[src/rtl/ffp_serial_reader.sv]
// ffp_serial_reader
// Parallel-in / serial-out readout stage for the FFP register family.
// A WIDTH-bit word is captured on the load handshake and shifted out one bit
// per accepted serial transfer.
//
// Handshakes (both ports): a transfer happens at a rising clk edge where
// valid=1, ready=1 and enable=1. A producer holds valid and its data stable
// until the transfer completes. sout/sout_valid/sout_last never change while
// sout_ready=0.
//
// Optional feature, macro FFP_SERIAL_PARITY_EN: appends an even-parity bit
// (XOR of the captured word) after the data bits; the frame becomes WIDTH+1
// bits and only the parity bit carries sout_last.
//
// Ports:
//   clk        in   rising-edge clock
//   reset      in   asynchronous active-low reset
//   enable     in   global clock enable, 0 freezes all state
//   load_valid in   D holds a word to capture
//   load_ready out  idle and out of reset (combinational from state)
//   D          in   parallel word, sampled only at the load edge
//   sout       out  current serial bit
//   sout_valid out  sout holds a valid bit
//   sout_ready in   consumer accepts the current bit
//   sout_last  out  current bit ends the frame
//   busy       out  frame in progress
//   dbg_state  out  FSM state for checkers (0 IDLE, 1 SHIFT, 2 PAR)
module ffp_serial_reader #(
  parameter int WIDTH     = 4,
  parameter bit MSB_FIRST = 1'b1
) (
  input  logic             clk,
  input  logic             reset,
  input  logic             enable,
  input  logic             load_valid,
  output logic             load_ready,
  input  logic [WIDTH-1:0] D,
  output logic             sout,
  output logic             sout_valid,
  input  logic             sout_ready,
  output logic             sout_last,
  output logic             busy,
  output logic [1:0]       dbg_state
);

  localparam int CW = $clog2(WIDTH);

  typedef enum logic [1:0] {
    IDLE  = 2'd0,
    SHIFT = 2'd1
`ifdef FFP_SERIAL_PARITY_EN
    ,PAR  = 2'd2
`endif
  } state_t;

  state_t           state, state_d;
  logic [WIDTH-1:0] shreg, shreg_d;
  logic [CW-1:0]    cnt, cnt_d;
  logic             sout_d, sout_valid_d, sout_last_d, busy_d;
  logic [WIDTH-1:0] shifted;
`ifdef FFP_SERIAL_PARITY_EN
  logic             par, par_d;
`endif

  // The bit presented on sout is always the head end of the shift register.
  function automatic logic head_bit(input logic [WIDTH-1:0] v);
    return MSB_FIRST ? v[WIDTH-1] : v[0];
  endfunction

  assign load_ready = (state == IDLE) && reset;
  assign dbg_state  = state;
  assign shifted    = MSB_FIRST ? (shreg << 1) : (shreg >> 1);

  always_comb begin
    state_d      = state;
    shreg_d      = shreg;
    cnt_d        = cnt;
    sout_d       = sout;
    sout_valid_d = sout_valid;
    sout_last_d  = sout_last;
    busy_d       = busy;
`ifdef FFP_SERIAL_PARITY_EN
    par_d        = par;
`endif
    if (enable) begin
      case (state)
        IDLE: begin
          if (load_valid) begin
            state_d      = SHIFT;
            shreg_d      = D;
            cnt_d        = CW'(WIDTH - 1);
            sout_d       = head_bit(D);
            sout_valid_d = 1'b1;
            sout_last_d  = 1'b0;  // WIDTH >= 2, so the first bit is never last
            busy_d       = 1'b1;
`ifdef FFP_SERIAL_PARITY_EN
            par_d        = ^D;
`endif
          end
        end
        SHIFT: begin
          if (sout_ready) begin
            if (cnt == '0) begin
`ifdef FFP_SERIAL_PARITY_EN
              state_d     = PAR;
              sout_d      = par;
              sout_last_d = 1'b1;
`else
              state_d      = IDLE;
              sout_d       = 1'b0;
              sout_valid_d = 1'b0;
              sout_last_d  = 1'b0;
              busy_d       = 1'b0;
`endif
            end else begin
              shreg_d = shifted;
              cnt_d   = cnt - CW'(1);
              sout_d  = head_bit(shifted);
`ifdef FFP_SERIAL_PARITY_EN
              sout_last_d = 1'b0;
`else
              // The bit moving onto sout is final when the counter lands on 0.
              sout_last_d = (cnt == CW'(1));
`endif
            end
          end
        end
`ifdef FFP_SERIAL_PARITY_EN
        PAR: begin
          if (sout_ready) begin
            state_d      = IDLE;
            sout_d       = 1'b0;
            sout_valid_d = 1'b0;
            sout_last_d  = 1'b0;
            busy_d       = 1'b0;
          end
        end
`endif
        default: begin
          state_d      = IDLE;
          sout_valid_d = 1'b0;
          sout_last_d  = 1'b0;
          busy_d       = 1'b0;
        end
      endcase
    end
  end

  always_ff @(posedge clk or negedge reset) begin
    if (!reset) begin
      state      <= IDLE;
      shreg      <= '0;
      cnt        <= '0;
      sout       <= 1'b0;
      sout_valid <= 1'b0;
      sout_last  <= 1'b0;
      busy       <= 1'b0;
`ifdef FFP_SERIAL_PARITY_EN
      par        <= 1'b0;
`endif
    end else begin
      state      <= state_d;
      shreg      <= shreg_d;
      cnt        <= cnt_d;
      sout       <= sout_d;
      sout_valid <= sout_valid_d;
      sout_last  <= sout_last_d;
      busy       <= busy_d;
`ifdef FFP_SERIAL_PARITY_EN
      par        <= par_d;
`endif
    end
  end

endmodule

[config.mk]
export PLATFORM = sky130hd
export DESIGN_NAME = ffp_serial_reader
export DESIGN_NICKNAME = d
export VERILOG_FILES = /design/src/rtl/ffp_serial_reader.sv
export SDC_FILE = /design/constraint.sdc
export NUM_CORES = 1
export LEC_CHECK = 0
export ABC_CLOCK_PERIOD_IN_PS = 1400
export BUFFER_PORTS_ARGS = -buffer_cell sky130_fd_sc_hd__buf_2
export CAP_MARGIN = 25
export CORE_AREA = 2 2 39 41
export CTS_CLUSTER_SIZE = 40
export DETAILED_ROUTE_END_ITERATION = 7
export DIE_AREA = 0 0 41 43
export GPL_TIMING_DRIVEN = 0
export SYNTH_ARGS = -nofsm -noshare
export SYNTH_HDL_FRONTEND = slang
export SYNTH_SLANG_ARGS = --single-unit
[constraint.sdc]
create_clock -name clk -period 1.4 [get_ports clk]
set_input_delay 0.14 -clock clk [delete_from_list [all_inputs] [get_ports clk]]
set_output_delay 0.14 -clock clk [all_outputs]
set_load 0.005 [all_outputs]
==> results.cfg <==
[status]
outcome = finished, violations left
violations = setup timing

[setup_path]
crit_path_start = cnt[1]
r2r_slack_ps = -20
crit_chain = inv_2, ha_4, nand4b_1, o21ai_4, mux2_4
crit_family = flip-flops
slowest_delay_ps = 360
critPathCaptureType = flop
critPathKind = reg2reg
required_ps = 1530
cp.depth = 5
cp_num_buf_inv = 1
crit_end = shreg[0]
reg2reg_to = shreg[0]
critical_path_arrival_ps = 1550
reg2reg_from = cnt[1]
slowest_stage = dfrtp_1
path_max_fanout = 5
reg2reg_depth = 5
crit_path_start_kind = flop

[detailed_routing]
wire_per_inst_um = 11.1
vias = 384
wirelength_um = 933
firstDrtPassIters = 1
detail-route-antenna-nets = 0
viasPerCell = 4.57
drt_iter0_markers = 0
drc_errors = 0

[finish]
drive_gt1_share_pct = 64.7
mostFrequentLayoutCells = buf_2 (13), buf_4 (10), dfrtp_1 (7)
final_common_cell = buf_2
finalInstanceArea_um2 = 694
ff_latch_area_um2 = 201
synthToLayoutAreaGrowth_pct = 44.5
fin_util_pct = 50.2
nNetsFinal = 81
diodes = 0
multi_input_area_um2 = 270
num-fill-cells = 137

[clock_network]
worst_skew_pair.late_latency_ps = 250
htreeDepth = 1
cts_tree = built
path_clk_slew_ps = 60
clk_path_buf_depth = 2
cts_sinks = 8
numCtsBuffers = 3
clk_root_buffer_cell = clkbuf_4

[synthesis]
syn-num-nets = 54
ys_seq_area_share_pct = 41.7
synthCells = 43
synth_top_flop_cell = dfrtp_1
synth_edf_count = 0
synth_top_area_share_pct = 41.7
synthTopCellsByArea = dfrtp_1 (42%), mux2_2 (14%), mux2_4 (6.3%), ha_1 (5.2%), buf_4 (4.7%)
synth_warnings = 0
async_reset_ff_share_pct = 100
synthDistinctLibCells = 19
netlist_area_um2 = 480
yosysTopAreaCell = dfrtp_1
syn_area_per_cell_um2 = 11.2
ys_ff_latch = 8

[die]
start_util_pct = 34.7
floorplan.rows = 14
io_pins = 16
core_um2 = 1380
die_area_um2 = 1760
die-width_um = 41
die_y_um = 43

[sta]
fmax_ghz = 0.706
finalWorstSetupSlack_ps = -17.0
hold_ws_ps = 155
min_period_ps = 1420
finalSetupViolCount = 4
rsz0062_at_grt = true
clock_skew_ps = 0.906
report.final.slew_viol_count = 0
finalSetupTns_ps = -66.0
finalHoldViolCount = 0
period_share_pct = 101

[power]
leakage_uw = 0.000358
p_switching_uw = 415
power.internal_uw = 927
ir_drop_uv = 909
sw_frac_of_total_pct = 30.9
comb_power_share_pct = 56.5
power.density_nw_per_um2 = 1930
clkPwrFrac_pct = 13.1
p_seq_share_pct = 30.4

[global_route]
grt_max_degree = 11
grt_remaining_overflow = 0
track_usage_pct = 13.1
grt_pass1_wl_um = 1500
first_global_vias = 351
antenna_found_initial = 0

[placed_design]
dp_hpwl_um = 631
port_buffers = 14
place_ws_ps = -88.2
post_dp_cell_area_um2 = 571
place_congestion = 0.639

[min_path]
min_path_type = in2reg

[job]
cap_violations = 0
-- logic make-up after synthesis --
kind of cell | synth area share (%)
flops | 41.7
buf+inv | 9.37
fa+ha+maj | 5.21
other cells | 0.781
mux | 22.4
simple gates | 11.2
compound gates | 9.37
-- area by class of cell --
| class | instances | share of cell area, % |
|---|---|---|
| Tap cell | 16 | 2.88 |
| Timing Repair Buffer | 22 | 19.5 |
| Inverter | 3 | 1.62 |
| Buffer | 4 | 4.86 |
| Clock buffer | 3 | 3.24 |
| Sequential cell | 8 | 29.0 |
| Multi-Input combinational cell | 28 | 38.9 |
-- power groups by stage --
stage                     Clock [uW]  Combinational (uW)  Sequential, uW
after floorplan                    0                 400             405
after global placement             0                 531             409
after detailed placement           0                 539             414
after CTS                        190                 709             422
after global routing             201                 849             421
final                            176                 757             408
-- worst min-delay path by stage --
stage / startpoint / end / cells after the start
finish: enable / sout / 2
global route: enable / sout / 2
CTS: enable / sout / 2
detailed placement: reset / busy / 1
global placement: reset / busy / 1
floorplan: reset / busy / 0
-- worst register-to-register path: cells and delay by family (launching register included) --
kind	cells	cell delay [ps]
flops	1	360
mux	1	330
simple gates	1	240
compound gates	1	170
fa+ha+maj	1	160
buf+inv	1	60
-- through the flow --
| step | cells | total power (uW) |
|---|---|---|
| detailed placement | 73 | 952 |
| floorplan | 43 | 806 |
| CTS | 82 | 1320 |
| global route | 84 | 1470 |
| global placement | 73 | 941 |
| finish | 84 | 1340 |
-- flip-flops by register name, indices dropped and copies added (netlist names) --
signal,count
cnt,2
sout,1
busy,1
shreg,3
sout_last,1
-- Yosys cell counts, types with 2 or more instances --
master   number
nand2_1       3
mux2_4        2
and2b_2       2
ha_1          2
inv_1         3
mux2_2        6
dfrtp_1       8
buf_4         3
nand3_1       2
o21ai_0       3
-- repair_timing --
item	CTS	global route
cloned	0	0
endpoints found under the hold margin	8	0
pin swaps	1	0
hold buffers	1	0
resized for setup	10	1
endpoints found under the setup margin	5	6
buffers inserted	5	2
-- metal layers --
layer	vias to the layer above	wire [um]	global-route usage, %
li1	198	-	-
met2	12	450	18.4
met1	172	413	17.3
met3	2	62	3.14
met5	-	0	0
met4	0	6	8.00
(Power assumes the default switching activity.)
